===== config.mk =====
export PLATFORM = sky130hd
export DESIGN_NAME = lsu_dmem
export DESIGN_NICKNAME = d
export VERILOG_FILES = /design/src/rtl/lsu_dmem.sv
export SDC_FILE = /design/constraint.sdc
export NUM_CORES = 1
export LEC_CHECK = 0
export ABC_CLOCK_PERIOD_IN_PS = 2180
export CELL_PAD_IN_SITES_DETAIL_PLACEMENT = 2
export CELL_PAD_IN_SITES_GLOBAL_PLACEMENT = 2
export CORE_MARGIN = 3
export CORE_UTILIZATION = 26
export CTS_CLUSTER_SIZE = 10
export DETAILED_ROUTE_END_ITERATION = 6
export PLACE_DENSITY_LB_ADDON = 0.3
export REMOVE_ABC_BUFFERS = 1
export SLEW_MARGIN = 0
export SYNTH_ARGS = -nofsm -noshare
export SYNTH_HDL_FRONTEND = slang
export SYNTH_SLANG_ARGS = --single-unit

===== constraint.sdc =====
create_clock -name i_clk -period 2.18 [get_ports i_clk]
set_input_delay 0.327 -clock i_clk [delete_from_list [all_inputs] [get_ports i_clk]]
set_output_delay 0.327 -clock i_clk [all_outputs]
set_load 0.03 [all_outputs]

===== src/rtl/lsu_dmem.sv =====
// Load/store unit: aligns byte lanes, runs a valid/ready request to data memory and
// extends load data. Optional misaligned-access trap enabled by LSU_MISALIGN_TRAP_EN.
module lsu_dmem #(
    parameter int ADDR_W = 32
) (
    input  logic              i_clk,
    input  logic              i_rst_n,
    input  logic              i_valid,
    input  logic              i_mem_read,
    input  logic              i_mem_write,
    input  logic [2:0]        i_funct3,
    input  logic [3:0]        i_mask,
    input  logic [ADDR_W-1:0] i_addr,
    input  logic [31:0]       i_wdata,
    output logic              o_stall,
    output logic              o_done,
    output logic [31:0]       o_load_data,
    output logic              o_misaligned,
    output logic              o_dmem_req,
    input  logic              i_dmem_ready,
    output logic [ADDR_W-1:0] o_dmem_addr,
    output logic              o_dmem_wen,
    output logic [3:0]        o_dmem_mask,
    output logic [31:0]       o_dmem_wdata,
    input  logic              i_dmem_rvalid,
    input  logic [31:0]       i_dmem_rdata
);

    typedef enum logic [1:0] {
        ST_IDLE = 2'd0,
        ST_REQ  = 2'd1,
        ST_RSP  = 2'd2,
        ST_DONE = 2'd3
    } state_t;

    state_t              state_q;
    logic                req_q;
    logic                done_q;
    logic                wen_q;
    logic [ADDR_W-1:0]   addr_q;
    logic [3:0]          mask_q;
    logic [31:0]         wdata_q;
    logic [31:0]         load_data_q;
    logic [1:0]          off_q;
    logic [2:0]          funct3_q;

    logic                accept;
    logic                is_byte;
    logic                is_half;
    logic [1:0]          off_d;
    logic [3:0]          mask_d;
    logic [31:0]         wdata_d;
    logic [ADDR_W-1:0]   addr_d;
    logic                trap_d;
    logic [7:0]          rbyte;
    logic [15:0]         rhalf;
    logic [31:0]         load_ext_d;

    assign accept = (state_q == ST_IDLE) && i_valid && (i_mem_read || i_mem_write);

    // Reset also forces the stall low so every output reads 0 while reset is held.
    assign o_stall = i_rst_n && (accept || (state_q == ST_REQ) || (state_q == ST_RSP));

    assign is_byte = (i_funct3[1:0] == 2'b00);
    assign is_half = (i_funct3[1:0] == 2'b01);
    assign addr_d  = {i_addr[ADDR_W-1:2], 2'b00};

    // Halves drop addr[0] and words drop addr[1:0] so the lane offset is always legal.
    always_comb begin
        off_d   = 2'b00;
        wdata_d = i_wdata;
        if (is_byte) begin
            off_d   = i_addr[1:0];
            wdata_d = {4{i_wdata[7:0]}};
        end else if (is_half) begin
            off_d   = {i_addr[1], 1'b0};
            wdata_d = {2{i_wdata[15:0]}};
        end
    end

    assign mask_d = i_mask << off_d;

`ifdef LSU_MISALIGN_TRAP_EN
    assign trap_d = (is_half && i_addr[0]) || (!is_byte && !is_half && (i_addr[1:0] != 2'b00));
`else
    assign trap_d = 1'b0;
`endif

    always_comb begin
        rbyte = i_dmem_rdata[7:0];
        case (off_q)
            2'd0: rbyte = i_dmem_rdata[7:0];
            2'd1: rbyte = i_dmem_rdata[15:8];
            2'd2: rbyte = i_dmem_rdata[23:16];
            2'd3: rbyte = i_dmem_rdata[31:24];
            default: rbyte = i_dmem_rdata[7:0];
        endcase
    end

    assign rhalf = off_q[1] ? i_dmem_rdata[31:16] : i_dmem_rdata[15:0];

    always_comb begin
        load_ext_d = i_dmem_rdata;
        case (funct3_q)
            3'b000:  load_ext_d = {{24{rbyte[7]}}, rbyte};
            3'b001:  load_ext_d = {{16{rhalf[15]}}, rhalf};
            3'b100:  load_ext_d = {24'd0, rbyte};
            3'b101:  load_ext_d = {16'd0, rhalf};
            default: load_ext_d = i_dmem_rdata;
        endcase
    end

`ifdef LSU_MISALIGN_TRAP_EN
    logic misaligned_q;

    always_ff @(posedge i_clk or negedge i_rst_n) begin
        if (!i_rst_n) begin
            misaligned_q <= 1'b0;
        end else begin
            misaligned_q <= accept && trap_d;
        end
    end

    assign o_misaligned = misaligned_q;
`else
    assign o_misaligned = 1'b0;
`endif

    always_ff @(posedge i_clk or negedge i_rst_n) begin
        if (!i_rst_n) begin
            state_q     <= ST_IDLE;
            req_q       <= 1'b0;
            done_q      <= 1'b0;
            wen_q       <= 1'b0;
            addr_q      <= '0;
            mask_q      <= 4'b0000;
            wdata_q     <= 32'd0;
            load_data_q <= 32'd0;
            off_q       <= 2'b00;
            funct3_q    <= 3'b000;
        end else begin
            done_q <= 1'b0;
            case (state_q)
                ST_IDLE: begin
                    if (accept) begin
                        if (trap_d) begin
                            state_q     <= ST_DONE;
                            done_q      <= 1'b1;
                            load_data_q <= 32'd0;
                        end else begin
                            state_q  <= ST_REQ;
                            req_q    <= 1'b1;
                            wen_q    <= i_mem_write && !i_mem_read;
                            addr_q   <= addr_d;
                            mask_q   <= mask_d;
                            wdata_q  <= wdata_d;
                            off_q    <= off_d;
                            funct3_q <= i_funct3;
                        end
                    end
                end
                ST_REQ: begin
                    if (i_dmem_ready) begin
                        req_q <= 1'b0;
                        if (wen_q) begin
                            state_q <= ST_DONE;
                            done_q  <= 1'b1;
                        end else begin
                            state_q <= ST_RSP;
                        end
                    end
                end
                ST_RSP: begin
                    if (i_dmem_rvalid) begin
                        load_data_q <= load_ext_d;
                        state_q     <= ST_DONE;
                        done_q      <= 1'b1;
                    end
                end
                ST_DONE: begin
                    state_q <= ST_IDLE;
                end
                default: begin
                    state_q <= ST_IDLE;
                    req_q   <= 1'b0;
                end
            endcase
        end
    end

    assign o_done       = done_q;
    assign o_load_data  = load_data_q;
    assign o_dmem_req   = req_q;
    assign o_dmem_addr  = addr_q;
    assign o_dmem_wen   = wen_q;
    assign o_dmem_mask  = mask_q;
    assign o_dmem_wdata = wdata_q;

endmodule


# After elaboration in Yosys (flattened, before gate mapping)
# Cells that the tools add are included.
totals:
  elab_cells: 60
  regBits: 108
  in_bits: 110
  out_inout_bits: 105
op_classes:
  eq_ne: 13
  n_shift: 1
  n_mux: 19
  n_reduce_logical: 17
ops:
  columns: ["operator", "n"]
  rows:
  - ["32-bit one-hot mux with 4 select lines", 1]
  - ["32-bit 2-to-1 mux", 2]
  - ["8-bit one-hot mux with 4 select lines", 1]
  - ["16-bit 2-to-1 mux", 1]
  - ["2-bit 2-to-1 mux", 5]
  - ["2-bit == test, second input constant", 4]
  - ["2-bit one-hot mux with 4 select lines", 1]
  - ["2-bit by 1-bit == test with 1-bit output, second input constant", 3]
  - ["3-bit == test, second input constant", 2]
  - ["2-bit zero test", 3]
  - ["1-bit 2-to-1 mux", 6]
  - ["2-bit inequality test, second input constant", 3]
  - ["3-bit AND reduction", 2]
  - ["1-bit logical AND", 4]
  - ["1-bit one-hot mux with 2 select lines", 2]
  - ["2-bit AND reduction", 2]
  - ["4-bit by 2-bit left shift with 4-bit output", 1]
  - ["3-bit by 1-bit == test with 1-bit output, second input constant", 1]
  - ["3-bit zero test", 1]
  - ["1-bit logical OR", 3]
  - ["2-bit nonzero test", 1]
  - ["1-bit zero test", 1]

# Longest topological paths before layout
# Gate-level depths: netlist of run 1.
depth:
  depth_word: 6
  depth_mapped: 8
  depth_no_buf: 6

# Least setup slack after synthesis of run 1
# No wires, ideal clock.
synth_timing:
  path_kind: "register to output"
  startpoint: "reg state_q[0]"
  endpoint: "out o_stall"
  path_stages_with_launch: 6
  t_required_ps: 1853
  arrival_ps: 1763
  setup_slack_ps: 90
  path_buffers: 1
  path_cell_list: "dfrtp_1 inv_1 ha_1 o211ai_1 clkbuf_1 a21boi_0"
synth_between:
  elab_chain_len: 6
  word_cells_on_any_way: 8
  cone_classes: "eq/ne: 2; reduce/logical: 6"
synth_rtl:
  columns: ["item", "line_no", "rtl"]
  rows:
  - ["start, declared", "36", "state_t state_q;"]
  - ["start signal, assigned", "131", "state_q <= ST_IDLE;"]
  - ["start signal, assigned", "147", "state_q <= ST_DONE;"]
  - ["start signal, assigned", "151", "state_q <= ST_REQ;"]
  - ["2-bit zero test", "59", "assign accept = (state_q == ST_IDLE) && i_valid && (i_mem_read || i_mem_write);"]
  - ["1-bit logical AND (2 in a row)", "59", null]
  - ["1-bit logical OR", "62", "assign o_stall = i_rst_n && (accept || (state_q == ST_REQ) || (state_q == ST_RSP));"]
  - ["1-bit logical OR *", "62", null]
  - ["1-bit logical AND *", "62", null]
  - ["end, declared", "15", "output logic o_stall,"]
# Every way passes the cells marked *; elsewhere a longest branch is shown, timed or not.

# Worst setup path in the final report of run 1
# Ends and elaborated chain as after synthesis.

==> results.md, run 1 <==
- Number of warnings issued by yosys: 0
- Via count of the first global-routing pass: about 5,200
- Met2 routing resource usage after global routing: a little under a third
- Number of antenna violations at the first check in global routing: 0
- Unique masters post-synth: 43
- GRT Max-Usage Layer: met2
- Core region area: 19,000 um^2
- Fraction of synthesis flops using an asynchronous set or reset pin: 100%
- Max-cap viol count: 0
- Global routing usage on met1: between 10% and 20%
- Dominant synthesized flop cell: dfrtp_1
- Port Buffers: around 210
- Standard cell area after detailed placement: between 7000 and 8000 um^2
- 1st-iter DRT viols: around 130
- Number of pins exceeding their max-slew limit in the final report: 0
- Vias per std cell: ~4.8
- Post-Route Setup TNS: 0 ns
- Maximum fanout along the worst path: 5
- Final non-filler cell total: approximately 940
- Static leakage: roughly 3.3 nW
- Tot Pwr: ~12 mW
- Cell row count: 50
- Period utilisation layout: about 90%
- RePlAce Congestion: 0.750
- Reg2reg setup slack: approximately 0.36 ns
- Area of the mapped netlist: around 5100 um^2
- Grt met3 use: ~7.2%
- Overall routed net length: 18.7 mm
- Clock tree root buffer cell: clkbuf_16
- H-tree level count: 3
- CTS tree: built
- Starting Density: a little over a quarter
- Clock slew at the register clock pins of the worst setup and hold paths: approximately 0.080 ns
- Count of mapped cells out of synthesis: around 460
- Setup violations, final: 0
- DRT Pass-1 Iters: 4
- Horizontal die dimension: roughly 150 um
- Drc violations: 0
- Area Overhead vs Synth: 54.4%
- Insertion delay to the later sink of the worst-skew pair: between 0.3 and 0.4 ns
- Number of enable-type register cells in the synthesized netlist: 0
- Proportion of synthesized chip area in sequential cells: between 50 and 60%
- Maximum operating frequency: 495 MHz
- Residual antenna-violating net count after detailed routing: 0
- Transition time at the pin with the least slew margin: between 0.6 and 0.7 ns
- CTS sink count: between 100 and 150
- Wire length of the first global-routing pass: 29.9 mm
- Sum of net half-perimeters after detailed placement: around 14 mm
- Yosys top cell area share: 53.1%
- Hold crit path type: in -> async
- Worst IR Drop VDD: roughly 750 uV
- Result of the run: finished, final reports clean
- Fin nets: between 700 and 800
- Antenna diodes: 0
- Worst slew margin: between 50% and 60%
- Cell type with the largest total area after synthesis: dfrtp_1
- Total routing resource utilization after global routing: between 15 and 20%
- Num CTS Buffers: 9
- Seq cells post-synth: 108
- Routed len/inst: about 20 um
- Final core utilization: 41.5%
- Total number of vias: 4,462
- Critical Path AT: approximately 1.7 ns
- Data required time at the worst endpoint: roughly 1.9 ns
- Total Die Area: between 20,000 and 25,000 um^2
- Fraction of final layout cells sized beyond drive strength 1: between 10% and 20%
- Minimum clock period after layout: roughly 2.0 ns
- Fin area: 7870 um^2
- Power density over the cells: approximately 1500 nW/um^2
- Critical path class: reg -> out
- Ports: roughly 220
- Final hold violation count: 0
- Avg Inst Size Synth: ~11 um^2
- Unrepaired setup endpoints after global routing: false
- Critical Path End Type: primary output
- Top post-synthesis cells by area: dfrtp_1 53%, mux2_2 11%, mux2i_1 5.1%
- Startpoint kind of the worst setup timing path: flop
- Total global routing overflow: 0
- Final clock skew: roughly 0.0095 ns
- Chip Height: ~150 um
- Startpoint of the worst setup timing path: state_q[0]
- Number of hold buffers added after CTS: 0
- Post-CTS setup buffers: 0
- Largest net degree at the start of global routing: ~110
- Number of cells after detailed placement: slightly above 900
- Crit Reg-Reg Startpoint: state_q[0]
- Most frequent cells after synthesis: 108 x dfrtp_1, 58 x nand2_1, 49 x mux2_2
- Most common cell in the netlist: dfrtp_1
- Maximum clock path buffer count: 2
[path summary, 6_finish.rpt]
kind / to / cells past startpoint
worst max-delay path: o_stall / 6
worst min-delay path: o_done / 2
min in group i_clk: o_dmem_wdata[31] / 2
worst min register to register: o_dmem_wdata[31] / 2
worst max register to register: o_load_data[26] / 6
max in group asynchronous: o_dmem_wdata[4] / 2
[critical path: stages (launching register included)]
cell and delay (ns):
dfrtp_1 0.40, inv_2 0.12, ha_4 0.18, o211ai_1 0.11, buf_4 0.19, a21boi_1 0.14, buf_4 0.18
[placed cells by master, fill, tap and decap left out, drive strengths merged]
| cell type | count |
|---|---|
| a21boi | 2 |
| o31ai | 2 |
| a31oi | 10 |
| nor4bb | 1 |
| nor2b | 1 |
| bufinv | 1 |
| a211oi | 1 |
| o21bai | 1 |
| ha | 4 |
| nand3 | 34 |
| inv | 10 |
| a22oi | 1 |
| dfrtp | 108 |
| and2 | 1 |
| nand3b | 8 |
| nand2 | 60 |
| o21ai | 48 |
| a32oi | 1 |
| or3 | 1 |
| conb | 3 |
| mux2 | 50 |
| clkinv | 3 |
| nor2 | 22 |
| nand2b | 3 |
| a222oi | 1 |
| clkdlybuf4s50 | 209 |
| o22ai | 1 |
| clkbuf | 9 |
| o221a | 7 |
| and3b | 7 |
| a211o | 1 |
| mux2i | 26 |
| a21oi | 14 |
| o2111ai | 1 |
| buf | 22 |
| o211ai | 1 |
| and2b | 1 |
| mux4 | 1 |
[area by class of cell]
cell class,count,area [um^2]
fill,1984,11100
sequential,108,2700
timing repair buffer,231,2320
multi-input combinational,315,2170
tap,260,325
clock buffer,9,225
clock inverter,7,92.6
inverter,7,26.3
[cells by family after synthesis]
| family | synth area share, % |
|---|---|
| other | 0.0736 |
| AOI/OAI and AO/OA | 11.3 |
| muxes | 16.8 |
| buffers and inverters | 4.64 |
| adders and majority gates | 0.983 |
| DFF | 53.1 |
| and+or+nand+nor | 13.2 |
[flip-flops by register name (all words and copies together) (netlist names)]
| signal | flops |
|---|---|
| funct3_q | 3 |
| off_q | 2 |
| state_q | 2 |
| o_dmem_mask | 4 |
| o_dmem_wdata | 32 |
| o_load_data | 32 |
| o_dmem_req | 1 |
| o_done | 1 |
| o_dmem_wen | 1 |
| o_dmem_addr | 30 |
[timing repair]
item,CTS,global route
endpoints found under the setup margin,1,1
cloned,0,0
gates resized for setup,3,2
[metrics by stage]
step	hold WS (ns)	setup slack [ns]
3_5_place_dp	0.478	0.170
5_1_grt	0.129	0.0398
4_1_cts	0.108	0.0288
2_1_floorplan	0.0314	-3.87
3_3_place_gp	0.463	0.273
6_report	0.0756	0.162
[power by group]
part	total, mW	switching, mW	internal [mW]
registers	3.54	0.575	2.96
clock network	1.79	0.868	0.925
logic	6.36	3.62	2.74
[metal layers]
layer  vias up  part of all wire [%]
li1       2057                     -
met1      2240                    40
met2       153                    50
met3        12                   8.9
met4         0                   1.3
met5         -                     0
(Power assumes the default switching activity.)
==> run 2, diff against run 1 <==
--- a/config.mk
+++ b/config.mk
@@ -12,6 +12,7 @@
 export CORE_UTILIZATION = 26
 export CTS_CLUSTER_SIZE = 10
 export DETAILED_ROUTE_END_ITERATION = 6
+export GPL_TIMING_DRIVEN = 0
 export PLACE_DENSITY_LB_ADDON = 0.3
 export REMOVE_ABC_BUFFERS = 1
 export SLEW_MARGIN = 0
==> results.md, run 2 (synthesis gave the netlist of run 1 again) <==
- Post-route setup slack: approximately 0.16 ns
- Clock tree root buffer cell: clkbuf_16
- Via count of the first global-routing pass: between 5,000 and 6,000
- 1st-iter DRT viols: between 100 and 150
- Routed metal-1 wirelength: 7.10 mm
- Area Overhead vs Synth: 53.8%
- Residual antenna-violating net count after detailed routing: 0
- Final clock skew: just under 0.01 ns
- Fraction of final layout cells sized beyond drive strength 1: 15.6%
- Maximum clock path buffer count: 2
- Reg2reg setup slack: about 0.16 ns
- Critical Path End Type: primary output
- Worst flop-to-flop path endpoint: o_dmem_addr[20]
- Worst slew margin: roughly a fifth
- Total number of vias: 4,451
- Ports: about 220
- Starting Density: 26.9%
- Total global routing overflow: 0
- Num CTS Buffers: 9
- Insertion delay to the later sink of the worst-skew pair: between 0.3 and 0.4 ns
- Number of antenna violations at the first check in global routing: 0
- Met3 wire length: roughly 1.8 mm
- Antenna diodes: 0
- Overall routed net length: approximately 18 mm
- Depth of the worst register-to-register path: 8
- Hold crit path type: reg -> reg
- Startpoint kind of the worst setup timing path: input pin
- Switching share of power: 43.7%
- Minimum setup slack after placement: -0.838 ns
- Clock slew at the register clock pins of the worst setup and hold paths: approximately 0.070 ns
- Maximum operating frequency: between 400 and 500 MHz
- Period utilisation layout: around 93%
- Met2 Routed Length: 9.41 mm
- Crit Reg-Reg Startpoint: state_q[1]
- Highest metal layer with signal wires: met4
- Part of the power in the clock network: between 10% and 20%
- Commonest non-fill, non-tap cell in the layout: clkdlybuf4s50_1
- Most used cells in the layout excluding fill and tap cells: 208 x clkdlybuf4s50_1, 107 x dfrtp_1, 58 x nand2_1
- Critical Path AT: approximately 1.7 ns
- DRT Pass-1 Iters: 4
- Net switching power of the design: 5.00 mW
- CTS tree: built
- Routed len/inst: a little under 20 um
- Fill count: slightly below 2,000
- Total routing resource utilization after global routing: roughly 17%
- Horizontal die dimension: 146 um
- Power density over the cells: approximately 1500 nW/um^2
- Minimum clock period after layout: ~2 ns
- Max-cap viol count: 0
- Worst-case hold slack: 0.488 ns
- Unrepaired setup endpoints after global routing: false
- Result of the run: finished, final reports clean
- H-tree level count: 3
- Startpoint of the worst hold path: o_dmem_wdata[11]
- Number of stages on the worst hold path: 2
- Power share of the combinational group: between 50% and 60%
- Core region area: 19,000 um^2
- Transition time at the pin with the least slew margin: between 1 and 1.5 ns
- Worst IR Drop VDD: a little over 700 uV
- Maximum fanout along the worst path: a little under 60
- Port Buffers: roughly 210
- Chip Height: between 100 and 150 um
- Total Die Area: between 20,000 and 25,000 um^2
- Drc violations: 0
- Share of total power in sequential cells: 32.0%
- Vias per std cell: around 4.8
- RePlAce Congestion: roughly 0.75
- Static leakage: approximately 3.3 nW
- Hold Crit Endpoint: o_dmem_wdata[11]
- Setup violations, final: 0
- Critical path class: in -> out
- Wire length of the first global-routing pass: 29.1 mm
- Internal power contribution: about 6.4 mW
- Number of pins exceeding their max-slew limit in the final report: 0
- Largest net degree at the start of global routing: between 50 and 60
- Data required time at the worst endpoint: about 1.9 ns
- Sum of net half-perimeters after detailed placement: roughly 14 mm
- CTS sink count: between 100 and 150
- Final hold violation count: 0
- Cell row count: 50
- Fin nets: ~800
[run 2: cell types whose count changed in the layout (fill, tap and decap cells not counted), moves of 2 or more]
| cell | delta |
|---|---|
| buf_12 | -5 |
| buf_4 | -4 |
| buf_6 | +3 |
| buf_16 | +2 |
[run 2: repair_timing]
action,CTS,global route
endpoints found under the setup margin,55,25
pin swaps,2,1
gates resized for setup,13,7
hold buffers,2,0
buffers inserted,7,0
endpoints found under the hold margin,51,0
[run 2: worst max path at each step]
stage | endpoint | depth (start not counted) | startpoint | slack (ns)
3_3_place_gp | o_stall | 4 | i_mem_write | -6.04
3_5_place_dp | o_load_data[5] | 4 | i_dmem_rvalid | -0.84
2_1_floorplan | o_stall | 2 | i_mem_write | -3.87
5_1_grt | o_dmem_wdata[6] | 8 | state_q[1] | 0.0001
6_report | o_stall | 5 | i_rst_n | 0.16
4_1_cts | o_dmem_wdata[6] | 9 | state_q[0] | 0.005
[run 2: area by class of cell]
class / count / area [um^2] / share of cell area (%)
Clock inverter: 7 / 65.1 / 0.831
Multi-Input combinational cell: 315 / 2190 / 27.9
Tap cell: 260 / 325 / 4.15
Sequential cell: 108 / 2700 / 34.5
Inverter: 7 / 26.3 / 0.336
Clock buffer: 9 / 225 / 2.88
Timing Repair Buffer: 229 / 2300 / 29.4
[run 2: power by group through the flow]
stage          sequential, mW  combinational [mW]  clock [mW]
2_1_floorplan            5.32                1.63           0
3_3_place_gp             3.64                5.98           0
3_5_place_dp             3.70                6.10           0
4_1_cts                  3.68                6.20        1.72
5_1_grt                  3.83                6.56        1.79
6_report                 3.67                6.15        1.64
[run 2: per-stage QoR]
stage | std cells | setup TNS, ns | utilization (%) | cell area (um^2) | power [mW]
after CTS | 936 | 0 | 41.3 | 7820 | 11.6
after global placement | 901 | -805.90 | 38.7 | 7330 | 9.62
after global routing | 935 | 0 | 41.3 | 7830 | 12.2
after floorplan | 430 | -194.87 | - | 4890 | 6.95
after detailed placement | 911 | -29.58 | 39.2 | 7430 | 9.80
final | 935 | 0 | 41.3 | 7830 | 11.5
[run 2: critical path, stage by stage]
cell and delay [ns]:
dlygate4sd3_1 0.54, buf_6 0.13, buf_16 0.25, a21boi_1 0.22, buf_4 0.19
[run 2: metal layers]
metal,global-route usage (%),up-vias
li1,-,2039
met1,18.8,2249
met2,30.1,151
met3,7.94,12
met4,3.70,0
met5,0,-
==> run 3, diff against run 2 <==
--- a/config.mk
+++ b/config.mk
@@ -12,7 +12,6 @@
 export CORE_UTILIZATION = 26
 export CTS_CLUSTER_SIZE = 10
 export DETAILED_ROUTE_END_ITERATION = 6
-export GPL_TIMING_DRIVEN = 0
 export PLACE_DENSITY_LB_ADDON = 0.3
 export REMOVE_ABC_BUFFERS = 1
 export SLEW_MARGIN = 0
==> results of run 3 <==
No change in the layout: final DEF, timing and power equal those of run 1.
==> variant (settings of run 3) <==
Change the parameter `ADDR_W` from 32 to 36.
--- a/src/rtl/lsu_dmem.sv
+++ b/src/rtl/lsu_dmem.sv
@@ -2,5 +2,5 @@
 // extends load data. Optional misaligned-access trap enabled by LSU_MISALIGN_TRAP_EN.
 module lsu_dmem #(
-    parameter int ADDR_W = 32
+    parameter int ADDR_W = 36
 ) (
     input  logic              i_clk,
Interface: changed (resized i_addr and o_dmem_addr); port bits go from 215 to 223. No check against the original RTL was run, so the function may have changed too.
==> variant against run 3 <==
First-iteration DRC count is 13% higher; routed wire length is 3.9% higher; power rose by 2.6%; clock power shrank 5%; synthesized area grew 2.5%; combinational power is 3.3% higher; sequential cell count is 4 higher; largest power group unchanged; cell area increased by 2.9%; setup slack gained 0.0051 ns; via count is 1.9% higher.
==> variant: results <==
<?xml version="1.0" encoding="UTF-8"?>
<metrics>
  <group name="status">
    <metric name="run_status" unit="">complete, no violations</metric>
  </group>
  <group name="clock_network">
    <metric name="worst_skew_pair.late_latency" unit="ns">0.36</metric>
    <metric name="htree_num_levels" unit="">3</metric>
    <metric name="clock_transition_at_the_registers_of_the_reported_paths" unit="ns">0.08</metric>
    <metric name="cts_inserted_buffers" unit="">9</metric>
    <metric name="clock_tree.root_cell" unit="">clkbuf_16</metric>
    <metric name="clock_tree.buffer_depth" unit="">2</metric>
  </group>
  <group name="grt">
    <metric name="first_global_vias" unit="">5404</metric>
    <metric name="grt_max_degree" unit="">113</metric>
    <metric name="grtUsageTotal" unit="%">18.0</metric>
    <metric name="wire_length_of_the_first_global_routing_pass" unit="µm">30800</metric>
    <metric name="antenna_found_initial" unit="">0</metric>
  </group>
  <group name="finish">
    <metric name="finalNetCount" unit="">804</metric>
    <metric name="fillers" unit="">2056</metric>
    <metric name="drive_gt1_share" unit="%">15.6</metric>
    <metric name="largest_register_ff_count" unit="">34</metric>
    <metric name="insertedDiodeCount" unit="">0</metric>
  </group>
  <group name="timing">
    <metric name="clock_skew" unit="ns">0.00715</metric>
    <metric name="slew_headroom" unit="%">58.6</metric>
  </group>
  <group name="critical_path">
    <metric name="reg2regPathDepth" unit="">5</metric>
    <metric name="worst_r2r_startpoint" unit="">off_q[1]</metric>
    <metric name="crit_fanout" unit="">14</metric>
    <metric name="critPathLaunch" unit="">state_q[0]</metric>
    <metric name="cp_data_arrival_time" unit="ns">1.69</metric>
  </group>
  <group name="synthesis">
    <metric name="synth_seq_area_share" unit="%">53.7</metric>
    <metric name="synth.area.top_cells" unit="">dfrtp_1, mux2_2, mux2i_1, o21ai_0, nand2_1</metric>
    <metric name="synth_async_sr_flop_share" unit="%">100</metric>
    <metric name="synth_common_cells" unit="">dfrtp_1, nand2_1, mux2_2</metric>
    <metric name="synth.yosys.warnings" unit="">0</metric>
    <metric name="synth.lib_cells_used.distinct" unit="">45</metric>
  </group>
  <group name="place">
    <metric name="detailed_place_hpwl" unit="µm">14700</metric>
    <metric name="io_buffer_count" unit="">219</metric>
    <metric name="dpl_worst_slack" unit="ns">0.186</metric>
    <metric name="finalWeightedCongestion" unit="">0.795</metric>
  </group>
  <group name="hold_path">
    <metric name="worstHoldPathType" unit="">input port to asynchronous set/reset pin</metric>
  </group>
  <group name="drt">
    <metric name="drt-wirelength-per-cell" unit="µm">20.3</metric>
    <metric name="drtPass1Iterations" unit="">4</metric>
    <metric name="drt_first_iter_violations" unit="">145</metric>
    <metric name="vias" unit="">4545</metric>
  </group>
  <group name="power_and_ir_drop">
    <metric name="power.ir.vdd_worst" unit="µV">739</metric>
    <metric name="power_leakage" unit="nW">3.43</metric>
  </group>
</metrics>
## variant: final cells by class
class                      count  area share (%)
sequential                   112            34.6
clock buffer                   9            2.78
timing repair buffer         237            29.8
tap                          265            4.10
inverter                       7           0.325
clock inverter                 7           0.850
multi-input combinational    319            27.6
## variant: cells by family after synthesis
group,share of synthesized area (%)
other,0.0719
DFF,53.7
muxes,17.2
buffers and inverters,4.05
AOI/OAI and AO/OA,11.1
adders and majority gates,0.959
and+or+nand+nor,12.9
## variant: metrics by stage
step                      setup TNS [ns]  instances  area (µm²)  hold slack, ns
after floorplan                   -75.03        438        5040          0.0314
after global placement                 0        940        7790           0.463
after detailed placement               0        940        7790           0.479
after CTS                              0        956        8090           0.109
after global routing                   0        956        8100           0.128
final                                  0        956        8100          0.0742
## variant: repair_timing
action / CTS / global route
resized for setup: 1 / 3
cloned: 0 / 0
endpoints found under the setup margin: 1 / 1
hold buffers: 0 / 0
buffers inserted: 0 / 0
## variant: worst paths after layout
path | end | slack [ns]
max | o_stall | 0.17
min | o_done | 0.07
max reg2reg | o_load_data[26] | 0.35
min reg2reg | o_dmem_wdata[22] | 0.49
max in group asynchronous | o_dmem_wdata[4] | 1.65
min in group i_clk | o_dmem_wdata[22] | 0.49
## variant: where the power goes
group          internal [W]  switching (W)  total [W]
Clock              0.000816       0.000881    0.00170
Sequential          0.00307       0.000655    0.00373
Combinational       0.00284        0.00373    0.00657
## variant: metal layers
metal	up-vias	GRT usage, %	part of all wire, %
li1	2083	-	-
met1	2259	20.3	40
met2	178	30.6	47
met3	25	7.66	10
met4	0	6.43	2.3
met5	-	0	0
## variant: worst max-delay path, cell delays in order (launching register included)
cell      delay [ns]
dfrtp_1         0.41
inv_2           0.12
ha_4            0.19
o211ai_4        0.09
buf_12          0.17
a21boi_0        0.16
buf_4           0.18
